--- src/rtl/vga_pkg.sv ---
// Shared constants, direction encoding and the per-axis bounce step for the box renderer.
package vga_pkg;
  localparam int H_RES        = 640;
  localparam int V_RES        = 480;
  localparam int COUNTER_BITS = 10;
  localparam int CW           = COUNTER_BITS + 1;

  localparam logic [23:0] WHITE = 24'hFFFFFF;
  localparam logic [23:0] BLACK = 24'h000000;

  typedef enum logic {FWD = 1'b0, REV = 1'b1} dir_t;

  typedef struct packed {
    logic [COUNTER_BITS-1:0] pos;
    dir_t                    dir;
  } axis_t;

  // One bounce step on a single axis; widened by one bit so pos+size+step cannot wrap.
  function automatic axis_t bounce(axis_t cur, logic [CW-1:0] res,
                                   logic [CW-1:0] size, logic [CW-1:0] step);
    axis_t         nxt;
    logic [CW-1:0] p;
    nxt = cur;
    p   = {1'b0, cur.pos};
    if (cur.dir == FWD) begin
      if (p + size + step > res) begin
        nxt.pos = COUNTER_BITS'(res - size);
        nxt.dir = REV;
      end else begin
        nxt.pos = COUNTER_BITS'(p + step);
      end
    end else begin
      if (p < step) begin
        nxt.pos = '0;
        nxt.dir = FWD;
      end else begin
        nxt.pos = COUNTER_BITS'(p - step);
      end
    end
    return nxt;
  endfunction
endpackage

--- src/rtl/vga_box_mover.sv ---
// Frame-tick detector plus independent X/Y bounce FSMs; the box moves only on the vblank tick.
//   state | meaning
//   FWD   | axis position increasing by STEP each tick
//   REV   | axis position decreasing by STEP each tick
module vga_box_mover
  import vga_pkg::*;
#(
  parameter int BOX_SIZE = 32,
  parameter int STEP     = 2
) (
  input  logic                    clk_50MHz,
  input  logic                    clear,
  input  logic                    pix_en,
  input  logic                    run,
  input  logic [COUNTER_BITS-1:0] h_count,
  input  logic [COUNTER_BITS-1:0] v_count,
  output logic [COUNTER_BITS-1:0] box_x,
  output logic [COUNTER_BITS-1:0] box_y
);
  localparam logic [CW-1:0] HR = CW'(H_RES);
  localparam logic [CW-1:0] VR = CW'(V_RES);
  localparam logic [CW-1:0] SZ = CW'(BOX_SIZE);
  localparam logic [CW-1:0] ST = CW'(STEP);

  dir_t  x_dir, y_dir;
  logic  at_tick, at_tick_d, tick;
  axis_t nx, ny;

  assign at_tick = (v_count == COUNTER_BITS'(V_RES)) && (h_count == '0);
  // Edge-detect so a count held across several pix_en samples ticks only once.
  assign tick    = pix_en && at_tick && !at_tick_d;

  always_comb begin
    nx = bounce({box_x, x_dir}, HR, SZ, ST);
    ny = bounce({box_y, y_dir}, VR, SZ, ST);
  end

  always_ff @(posedge clk_50MHz) begin
    if (clear) begin
      at_tick_d <= 1'b0;
      box_x     <= '0;
      box_y     <= '0;
      x_dir     <= FWD;
      y_dir     <= FWD;
    end else if (pix_en) begin
      at_tick_d <= at_tick;
      if (tick && run) begin
        box_x <= nx.pos;
        x_dir <= nx.dir;
        box_y <= ny.pos;
        y_dir <= ny.dir;
      end
    end
  end
endmodule

--- src/rtl/vga_box_renderer.sv ---
// Two-stage pixel pipeline: hit-test against the moving box, then colour mux with aligned syncs.
module vga_box_renderer
  import vga_pkg::*;
#(
  parameter int          BOX_SIZE  = 32,
  parameter int          STEP      = 2,
  parameter int          BORDER    = 1,
  parameter logic [23:0] BOX_COLOR = 24'hFF0000,
  parameter logic [23:0] BG_COLOR  = 24'h000040
) (
  input  logic                    clk_50MHz,
  input  logic                    clear,
  input  logic                    pix_en,
  input  logic                    run,
  input  logic [COUNTER_BITS-1:0] h_count,
  input  logic [COUNTER_BITS-1:0] v_count,
  input  logic                    bright,
  input  logic                    h_sync,
  input  logic                    v_sync,
  output logic [7:0]              vga_r,
  output logic [7:0]              vga_g,
  output logic [7:0]              vga_b,
  output logic                    vga_hs,
  output logic                    vga_vs,
  output logic                    vga_blank_n
);
  localparam logic [CW-1:0] SZ = CW'(BOX_SIZE);
  localparam logic [CW-1:0] BD = CW'(BORDER);

  logic [COUNTER_BITS-1:0] box_x, box_y;
  logic [CW-1:0]           h, v, x0, y0;
  logic                    in_x, in_y, edge_x, edge_y, in_box, in_border;
  logic                    s1_bright, s1_hs, s1_vs, s1_in_box, s1_in_border;

  vga_box_mover #(.BOX_SIZE(BOX_SIZE), .STEP(STEP)) u_mover (
    .clk_50MHz (clk_50MHz),
    .clear     (clear),
    .pix_en    (pix_en),
    .run       (run),
    .h_count   (h_count),
    .v_count   (v_count),
    .box_x     (box_x),
    .box_y     (box_y)
  );

  assign h  = {1'b0, h_count};
  assign v  = {1'b0, v_count};
  assign x0 = {1'b0, box_x};
  assign y0 = {1'b0, box_y};

  assign in_x      = (h >= x0) && (h < x0 + SZ);
  assign in_y      = (v >= y0) && (v < y0 + SZ);
  assign edge_x    = (h < x0 + BD) || (h >= x0 + SZ - BD);
  assign edge_y    = (v < y0 + BD) || (v >= y0 + SZ - BD);
  assign in_box    = in_x && in_y;
  assign in_border = in_box && (edge_x || edge_y);

  always_ff @(posedge clk_50MHz) begin
    if (clear) begin
      s1_bright    <= 1'b0;
      s1_hs        <= 1'b1;
      s1_vs        <= 1'b1;
      s1_in_box    <= 1'b0;
      s1_in_border <= 1'b0;
      {vga_r, vga_g, vga_b} <= BLACK;
      vga_hs       <= 1'b1;
      vga_vs       <= 1'b1;
      vga_blank_n  <= 1'b0;
    end else if (pix_en) begin
      s1_bright    <= bright;
      s1_hs        <= h_sync;
      s1_vs        <= v_sync;
      s1_in_box    <= in_box;
      s1_in_border <= in_border;
      if (!s1_bright)        {vga_r, vga_g, vga_b} <= BLACK;
      else if (s1_in_border) {vga_r, vga_g, vga_b} <= WHITE;
      else if (s1_in_box)    {vga_r, vga_g, vga_b} <= BOX_COLOR;
      else                   {vga_r, vga_g, vga_b} <= BG_COLOR;
      vga_hs       <= s1_hs;
      vga_vs       <= s1_vs;
      vga_blank_n  <= s1_bright;
    end
  end
endmodule
--- config.mk ---
export PLATFORM = sky130hd
export DESIGN_NAME = vga_box_renderer
export DESIGN_NICKNAME = d
export VERILOG_FILES = /design/src/rtl/vga_pkg.sv /design/src/rtl/vga_box_mover.sv /design/src/rtl/vga_box_renderer.sv
export SDC_FILE = /design/constraint.sdc
export NUM_CORES = 1
export LEC_CHECK = 0
export BUFFER_PORTS_ARGS = -buffer_cell sky130_fd_sc_hd__buf_2
export CORE_MARGIN = 3
export CORE_UTILIZATION = 25
export DETAILED_ROUTE_END_ITERATION = 12
export PLACE_DENSITY = 0.44
export SLEW_MARGIN = 5
export SYNTH_ARGS = -nofsm -noshare
export SYNTH_HDL_FRONTEND = slang
export SYNTH_SLANG_ARGS = --single-unit
--- constraint.sdc ---
create_clock -name clk_50MHz -period 3.7 [get_ports clk_50MHz]
set_clock_uncertainty 0.1 [all_clocks]
set_input_delay 0.555 -clock clk_50MHz [delete_from_list [all_inputs] [get_ports clk_50MHz]]
set_output_delay 0.555 -clock clk_50MHz [all_outputs]
set_load 0.01 [all_outputs]
==> results of run 1 <==
[cell families after synthesis]
logic type | after synthesis | synth area share [%]
compound gates | 171 | 27.1
xor+xnor | 23 | 4.69
fa+ha+maj | 75 | 21.7
buf+inv | 90 | 10.2
flops | 32 | 14.9
mux | 7 | 1.63
simple gates | 164 | 19.8
[where the power goes]
group	switching, mW	internal [mW]	total, mW
combinational	0.109	0.0754	0.185
clock	0.153	0.244	0.398
sequential	0.00925	0.351	0.360
[path summary, 6_finish.rpt]
check	from	endpoint	cells past startpoint
setup / recovery	u_mover.box_x[5]	s1_in_border	11
hold reg to reg	vga_b[6]	vga_b[6]	2
hold / removal	vga_b[6]	vga_b[6]	2
setup reg to reg	u_mover.box_x[5]	s1_in_border	11
[tightest hold or removal path, delay by kind of cell (launching register included)]
family           cells  cell delay (ps)
AND/OR/NAND/NOR      1               60
flip-flops           1              310
AO/OA/AOI/OAI        1               50
[Yosys cell counts, types with 7 or more instances]
cell type / number / area share, %
a211oi_1: 8 / 1.4
a21oi_1: 36 / 4.2
a31oi_1: 11 / 1.6
and3_1: 9 / 1.3
buf_2: 7 / 0.82
buf_4: 22 / 3.8
clkbuf_1: 14 / 1.2
dfxtp_1: 32 / 15
ha_1: 73 / 21
inv_1: 40 / 3.5
mux2i_1: 7 / 1.6
nand2_1: 41 / 3.6
nand3_1: 18 / 2.1
nand4_1: 7 / 1.0
nor2_1: 31 / 2.7
nor3_1: 21 / 2.4
o211ai_1: 10 / 1.7
o21ai_0: 36 / 4.2
o311ai_0: 7 / 1.4
o31ai_1: 7 / 1.2
xnor2_1: 19 / 3.9
[stage by stage]
stage                     instance area [um^2]  instances  utilization, %  hold WS (ps)
after global placement                    4690        805            28.1           355
after global routing                      4830        812            28.9           397
after floorplan                           4300        562               -           341
after detailed placement                  4690        805            28.1           358
after CTS                                 4830        812            28.9           366
final                                     4830        812            28.9           362
[metal layers]
metal | GRT usage [%] | vias to the layer above | part of all wire, %
met2 | 26.0 | 133 | 50
met4 | 3.16 | 0 | 1.4
met3 | 2.21 | 20 | 4.5
met5 | 0 | - | 0
li1 | - | 2142 | -
met1 | 18.9 | 2049 | 44
[layout make-up]
type,count,area share (%)
Multi-Input combinational cell,440,66.8
Clock inverter,1,0.104
Clock buffer,6,2.67
Tap cell,220,5.70
Sequential cell,32,13.3
Inverter,44,3.42
Timing Repair Buffer,69,7.98
[sequential cells by signal, indices dropped and copies added (netlist names)]
signal	flops
s1_in_border	1
s1_vs	1
vga_vs	1
vga_hs	1
vga_blank_n	1
u_mover.box_x	9
vga_r	1
s1_hs	1
u_mover.at_tick_d	1
s1_bright	1
s1_in_box	1
u_mover.box_y	9
vga_b	2
u_mover.y_dir	1
u_mover.x_dir	1
==> metrics.yaml, run 1 <==
place:
  io_buffers: 53
  dp_slack_ps: 542
  detailed_place_hpwl_um: 10900
  routabilityCongestion: 0.895
power_and_ir_drop:
  power_density_mw_per_mm2: 195
  p_leak_nw: 1.85
  design_power_total_uw: 942
  ir_drop_mv: 0.127
floorplanning:
  fp.dieH_um: 137
  rows: 47
  core-area_mm2: 0.0167
  die_w_um: 137
  ios: 54
  start_util_pct: 25.7
  die-area_mm2: 0.0188
clock_network:
  cts_resized: 0
  clockBufferDepth: 2
  clk_pin_slew_ps: 60
  clk-insertion-delay-late_ps: 280
  cts_root_buf: "clkbuf_16"
  cts_max_level: 2
  numCtsBuffers: 5
  cts_sinks: 32
  cts_tree: "yes"
  postCtsSetupRepairBufs: 0
  cts_hold_buf: 0
layout:
  diodes: 0
  multiInputGateArea_mm2: 0.00323
  layout_common_cells: "ha_1, buf_2, nand2_1"
  fin_nets: 692
  drive_above_1_share_pct: 15.0
  final_common_cell: "ha_1"
  seqCellArea_um2: 641
  fill_cells: 1863
  syn_to_final_growth_pct: 12.3
critical_path:
  slowest_delay_ps: 660
  critPathBufInv: 1
  crit_top_cell: "ha_1"
  cp_max_fo: 13
  cp.arrival_ps: 3270
  endpoint_kind: "flop"
  ff2ff_setup_slack_ps: 510
  worst_path_dominant_cell_family: "compound AO/OA/AOI/OAI gates"
  crit_chain: "ha_1 > xor2_1 > inv_1 > xnor2_1 > ha_1 > nand2_1 > nor3_1 > a221o_1 > nand4_1 > a31o_2 > a222oi_1"
  crit_required_ps: 3780
  start_kind: "flop"
  critPathSlowestCell: "dfxtp_1"
  crit_type: "flop to flop"
timing:
  fin_tns_setup_ps: 0
  period_minus_slack_ps: 3190
  fmax_mhz: 313
  final.setup.worst_slack_ps: 508
  hold_viol: 0
  tightest_slew_ps: 981
  maxSlewViolCount: 0
  rsz0062_at_grt: "no"
  relSlewSlack_pct: 34.0
  finalCritPeriodShare_pct: 86.3
  setup_violations: 0
routing:
  vias_per_cell: 5.35
  post_drt_wl_per_cell_um: 17.0
  drtIter0Drc: 317
  drcViolationCount: 0
  dr.pass1.iters: 5
  wirelength_um: 13800
  ant_nets: 0
  vias: 4344
logic_synthesis:
  synth_area_per_cell_um2: 7.65
  ys.flop_type: "dfxtp_1"
  ys_ff_latch: 32
  synth_edf_count: 0
  synth.yosys.seq_area_share_pct: 14.9
  syn_area_mm2: 0.00430
  synthArstFlopShare_pct: 0
  syn-num-nets: 662
  yosys_warnings: 0
  synth_cell_types: 70
  synthCells: 562
grt:
  grt_pass1_vias: 4207
  antenna_found_initial: 0
  grt_pass1_wl_um: 22100
  grt_remaining_overflow: 0
  grt_usage_pct: 14.7
  grt_start_max_net_pins: 26
status:
  status: "completed"
hold_path:
  holdCritPathClass: "flop to flop"
run:
  drv_cap: 0
Note: power is estimated with default switching activity, not from simulation.
==> inputs of run 2 (changes only) <==
Settings changed: MAX_ROUTING_LAYER set to met4, REMOVE_ABC_BUFFERS set to 1.
==> run 2 against run 1 <==
Against the previous run:
- utilization about the same
- combinational power about the same
- non-clock buffer count decreased by 1
- first-iteration DRC count increased by 28%
- setup slack got worse by 12 ps
- critical path type unchanged
- critical endpoint is now u_mover.box_y[7]
- sequential power about the same
- clock-buffer cell count unchanged
- maximum frequency decreased by 0.38%
==> metrics.yaml, run 2 (synthesis gave the netlist of run 1 again) <==
power_and_ir_drop:
  p_clk_share_pct: 42.8  # was 42.2%
  p_switching_uw: 279  # was 272 uW
  p_sw_share_pct: 29.4  # was 28.9%
  seq_power_share_pct: 37.9  # was 38.2%
  p_leak_nw: 1.84  # was 1.85 nW
  power.internal_uw: 671  # was 670 uW
  ir_drop_mv: 0.132  # was 0.127 mV
  pwr-share-comb_pct: 19.4  # was 19.6%
  power_density_mw_per_mm2: 197  # was 195 mW/mm^2
  design_power_total_uw: 950  # was 942 uW
timing:
  fin_tns_setup_ps: 0  # unchanged
  relSlewSlack_pct: 51.0  # was 34.0%
  final.setup.worst_slack_ps: 496  # was 508 ps
  fmax_mhz: 312  # was 313 MHz
  maxSlewViolCount: 0  # unchanged
  hold_viol: 0  # unchanged
  rsz0062_at_grt: "no"  # unchanged
  period_minus_slack_ps: 3200  # was 3190 ps
  finalCritPeriodShare_pct: 86.6  # was 86.3%
  whs_ps: 370  # was 362 ps
  tightest_slew_ps: 729  # was 981 ps
  setup_violations: 0  # unchanged
grt:
  grt_usage_pct: 15.0  # was 14.7%
  antenna_found_initial: 0  # unchanged
  grt_remaining_overflow: 0  # unchanged
  grt_pass1_vias: 4148  # was 4,207
  grt_pass1_wl_um: 21900  # was 22,100 um
  grt_start_max_net_pins: 26  # unchanged
routing:
  drcViolationCount: 0  # unchanged
  ant_nets: 0  # unchanged
  dr.pass1.iters: 6  # was 5
  post_drt_wl_per_cell_um: 17.0  # about the same
  vias_per_cell: 5.41  # was 5.35
  wirelength_um: 13800  # about the same
  route.met3.wl_um: 713  # was 622 um
  drtIter0Drc: 407  # was 317
  wirelength_met1_um: 6160  # was 6150 um
  vias: 4385  # was 4,344
  dr_wl_met2_um: 6850  # was 6880 um
  top_layer: "met4"  # unchanged
place:
  dp_cells: 804  # was 805
  dp_slack_ps: 541  # was 542 ps
  detailed_place_hpwl_um: 10800  # was 10,900 um
  post_dp_cell_area_mm2: 0.00469  # about the same
  io_buffers: 53  # unchanged
  routabilityCongestion: 0.845  # was 0.895
critical_path:
  crit_required_ps: 3790  # was 3780 ps
  slowest_delay_ps: 550  # was 660 ps
  crit_chain: "inv_1 > ha_1 > inv_1 > or4_4 > a211oi_2 > a21oi_1 > or3_1 > a221oi_1"  # was ha_1 > xor2_1 > inv_1 > xnor2_1 > ha_1 > nand2_1 > nor3_1 > a221o_1 > nand4_1 > a31o_2 > a222oi_1
  crit_top_cell: "inv_1"  # was ha_1
  cp_max_fo: 10  # was 13
  endpoint_kind: "flop"  # unchanged
  crit_type: "flop to flop"  # unchanged
  start_kind: "flop"  # unchanged
  critPathSlowestCell: "or4_4"  # was dfxtp_1
  cp.arrival_ps: 3290  # was 3270 ps
clock_network:
  cts_tree: "yes"  # unchanged
  clockBufferDepth: 2  # unchanged
  cts_root_buf: "clkbuf_16"  # unchanged
  cts_max_level: 2  # unchanged
  clk-insertion-delay-late_ps: 280  # about the same
  postCtsSetupRepairBufs: 0  # unchanged
  cts_sinks: 32  # unchanged
  numCtsBuffers: 5  # unchanged
  clk_pin_slew_ps: 60  # about the same
  cts_resized: 0  # unchanged
  cts_hold_buf: 0  # unchanged
run:
  drv_cap: 0  # unchanged
status:
  status: "completed"  # unchanged
layout:
  diodes: 0  # unchanged
  fin_nets: 691  # was 692
  fin_area_mm2: 0.00482  # was 0.00483 mm^2
  final_cells: 811  # was 812
  final_common_cell: "ha_1"  # unchanged
  fin_util_pct: 28.9  # about the same
  layout_common_cells: "ha_1, buf_2, nand2_1"  # unchanged
  syn_to_final_growth_pct: 12.2  # was 12.3%
  drive_above_1_share_pct: 14.9  # was 15.0%
floorplanning:
  die-area_mm2: 0.0188  # unchanged
  ios: 54  # unchanged
  core-area_mm2: 0.0167  # unchanged
  rows: 47  # unchanged
  die_w_um: 137  # unchanged
  start_util_pct: 25.7  # unchanged
  fp.dieH_um: 137  # unchanged
hold_path:
  holdCritPathClass: "flop to flop"  # unchanged
[run 2: final timing paths]
kind	from	end	slack, ps	cells past startpoint
setup / recovery	u_mover.box_y[6]	u_mover.box_y[7]	500	8
hold reg to reg	vga_hs	vga_hs	370	2
setup reg to reg	u_mover.box_y[6]	u_mover.box_y[7]	500	8
hold / removal	vga_hs	vga_hs	370	2
[run 2: per-layer routing]
metal  vias up  global-route usage, %
met5         -                      -
met4         0                   2.88
met3        14                   2.54
met2       129                   26.0
met1      2104                   18.6
li1       2138                      -
[run 2: layout make-up]
| type | count | area [um^2] |
|---|---|---|
| clock inverter | 1 | 5.00 |
| inverter | 44 | 165 |
| clock buffer | 6 | 129 |
| tap | 220 | 275 |
| multi-input combinational | 440 | 3230 |
| fill | 1823 | 11900 |
| timing repair buffer | 68 | 378 |
| sequential | 32 | 641 |
[run 2: worst max-delay path, delay by kind of cell, from the launching register on]
kind            cells  cell delay [ps]
simple gates        2             1010
compound gates      3              850
flops               1              500
fa+ha+maj           1              360
buf+inv             2              290
[run 2: power groups by stage]
stage | logic (mW) | clock network [mW] | registers, mW
5_1_grt | 0.210 | 0.429 | 0.361
3_5_place_dp | 0.183 | 0 | 0.367
3_3_place_gp | 0.180 | 0 | 0.367
4_1_cts | 0.185 | 0.419 | 0.359
6_report | 0.184 | 0.406 | 0.360
2_1_floorplan | 0.107 | 0 | 0.365
==> inputs of run 3 (changes only) <==
Settings changed: PLACE_DENSITY 0.44 to 0.45.
Clock period 3.7 ns to 2.9 ns, I/O delays scaled along.
==> run 3 against run 2 <==
Against the previous run:
- combinational power rose by 40%
- via count grew 1.4%
- largest power group unchanged
- total power rose by 40%
- sequential share of layout area fell by 1.0 points
- sequential power rose by 27%
- critical endpoint is now s1_in_border
- critical path type unchanged
- highest routed layer unchanged
==> metrics.yaml, run 3 (synthesis gave the netlist of run 1 again) <==
grt:
  grt_start_max_net_pins: 26  # unchanged
  antenna_found_initial: 0  # unchanged
  grt_pass1_vias: 4387  # was 4,148
  grt_remaining_overflow: 0  # unchanged
  grt_usage_pct: 15.7  # was 15.0%
  grt_pass1_wl_um: 22800  # was 21,900 um
timing:
  whs_ps: 270  # was 370 ps
  hold_viol: 0  # unchanged
  period_minus_slack_ps: 2730  # was 3200 ps
  finalCritPeriodShare_pct: 94.2  # was 86.6%
  fin_tns_setup_ps: 0  # unchanged
  maxSlewViolCount: 0  # unchanged
  fmax_mhz: 366  # was 312 MHz
  setup_violations: 0  # unchanged
  rsz0062_at_grt: "yes"  # was no
  tightest_slew_ps: 562  # was 729 ps
  final.setup.worst_slack_ps: 168  # was 496 ps
  relSlewSlack_pct: 62.5  # was 51.0%
routing:
  dr.pass1.iters: 5  # was 6
  drtIter0Drc: 302  # was 407
  ant_nets: 0  # unchanged
  drcViolationCount: 0  # unchanged
  vias: 4445  # was 4,385
  vias_per_cell: 5.19  # was 5.41
  post_drt_wl_per_cell_um: 17.0  # about the same
  wirelength_um: 14500  # was 13,800 um
clock_network:
  cts_tree: "yes"  # unchanged
  clk_pin_slew_ps: 60  # about the same
  cts_sinks: 32  # unchanged
  numCtsBuffers: 5  # unchanged
  postCtsSetupRepairBufs: 0  # unchanged
  clockBufferDepth: 2  # unchanged
  clk-insertion-delay-late_ps: 280  # about the same
  cts_max_level: 2  # unchanged
  cts_root_buf: "clkbuf_16"  # unchanged
run:
  drv_cap: 0  # unchanged
critical_path:
  cp.arrival_ps: 2780  # was 3290 ps
  r2r_start: "u_mover.box_y[5]"  # was u_mover.box_y[6]
  crit_required_ps: 2940  # was 3790 ps
  crit_type: "flop to flop"  # unchanged
  r2r-end: "s1_in_border"  # was u_mover.box_y[7]
  ff2ff_path_depth: 11  # was 8
  endpoint_kind: "flop"  # unchanged
  cp_max_fo: 13  # was 10
  start_kind: "flop"  # unchanged
  ff2ff_setup_slack_ps: 170  # was 500 ps
layout:
  fin_area_mm2: 0.00529  # was 0.00482 mm^2
  layout_common_cells: "ha_1, buf_4, buf_2"  # was ha_1, buf_2, nand2_1
  drive_above_1_share_pct: 24.0  # was 14.9%
  seqCellArea_um2: 648  # was 641 um^2
  fin_nets: 736  # was 691
  multiInputGateArea_mm2: 0.00330  # was 0.00323 mm^2
  final_common_cell: "ha_1"  # unchanged
  syn_to_final_growth_pct: 23.2  # was 12.2%
  fill_cells: 1807  # was 1,823
  fin_util_pct: 31.7  # was 28.9%
  diodes: 0  # unchanged
  final_cells: 857  # was 811
place:
  dp_cells: 849  # was 804
  post_dp_cell_area_mm2: 0.00505  # was 0.00469 mm^2
  detailed_place_hpwl_um: 11800  # was 10,800 um
  io_buffers: 53  # unchanged
  routabilityCongestion: 0.871  # was 0.845
  dp_slack_ps: 10.2  # was 541 ps
power_and_ir_drop:
  p_leak_nw: 2.09  # was 1.84 nW
  power_density_mw_per_mm2: 250  # was 197 mW/mm^2
  ir_drop_mv: 0.218  # was 0.132 mV
  design_power_total_mw: 1.33  # was 950 uW
floorplanning:
  fp.dieH_um: 137  # unchanged
  die-area_mm2: 0.0188  # unchanged
  start_util_pct: 25.7  # unchanged
  die_w_um: 137  # unchanged
  core-area_mm2: 0.0167  # unchanged
  ios: 54  # unchanged
  rows: 47  # unchanged
status:
  status: "completed"  # unchanged
hold_path:
  worstHoldEndpoint: "s1_vs"  # was vga_hs
  holdCritPathClass: "input pin to flop"  # was flop to flop
  hold_start: "v_sync"  # was vga_hs
  whs_path_depth: 3  # was 2
run 3: changes by cell type in the layout (fill, tap and decap cells not counted), sizes merged:
cell    before  now
bufinv       0    1
buf         68  113
run 3: worst max-delay path by stage:
| stage | from | end | cells after the start |
|---|---|---|---|
| after global routing | u_mover.box_x[1] | s1_in_border | 10 |
| final | u_mover.box_y[5] | s1_in_border | 11 |
| after detailed placement | u_mover.box_x[6] | s1_in_border | 11 |
| after floorplan | v_count[0] | u_mover.box_y[4] | 6 |
| after global placement | u_mover.box_x[6] | s1_in_border | 11 |
| after CTS | u_mover.box_y[5] | s1_in_border | 11 |
run 3: where the power goes:
group	total (mW)	internal [mW]	leakage [nW]	switching, mW
clock	0.608	0.404	0.0808	0.204
combinational	0.258	0.111	1.74	0.147
sequential	0.459	0.448	0.262	0.0115
total	1.33	0.963	2.09	0.362
run 3: area by class of cell:
| class | instances | share of cell area (%) |
|---|---|---|
| Sequential cell | 32 | 12.2 |
| Tap cell | 220 | 5.20 |
| Multi-Input combinational cell | 440 | 62.3 |
| Inverter | 44 | 3.12 |
| Timing Repair Buffer | 113 | 14.0 |
| Clock buffer | 6 | 2.44 |
| Clock inverter | 2 | 0.662 |
run 3: repair_timing:
| item | CTS | global route |
|---|---|---|
| endpoints found under the setup margin | 1 | 11 |
| hold buffers | 0 | 0 |
| pin swaps | 0 | 2 |
| gates resized for setup | 1 | 22 |
run 3: routing by layer:
layer / up-vias / GRT usage, % / wire length, um
met4: 0 / 3.55 / 214
met5: - / - / 0
li1: 2240 / - / -
met1: 2097 / 19.4 / 6570
met3: 19 / 1.76 / 413
met2: 89 / 27.6 / 7350
run 3: worst max-delay path, cell delays in order (launching register included):
cell and delay (ps):
dfxtp_2 360, buf_12 140, ha_2 250, xor2_2 220, inv_1 120, xnor2_1 210
ha_1 270, a2111oi_1 340, o21ai_0 140, a22oi_1 220, buf_4 150, a222oi_1 60
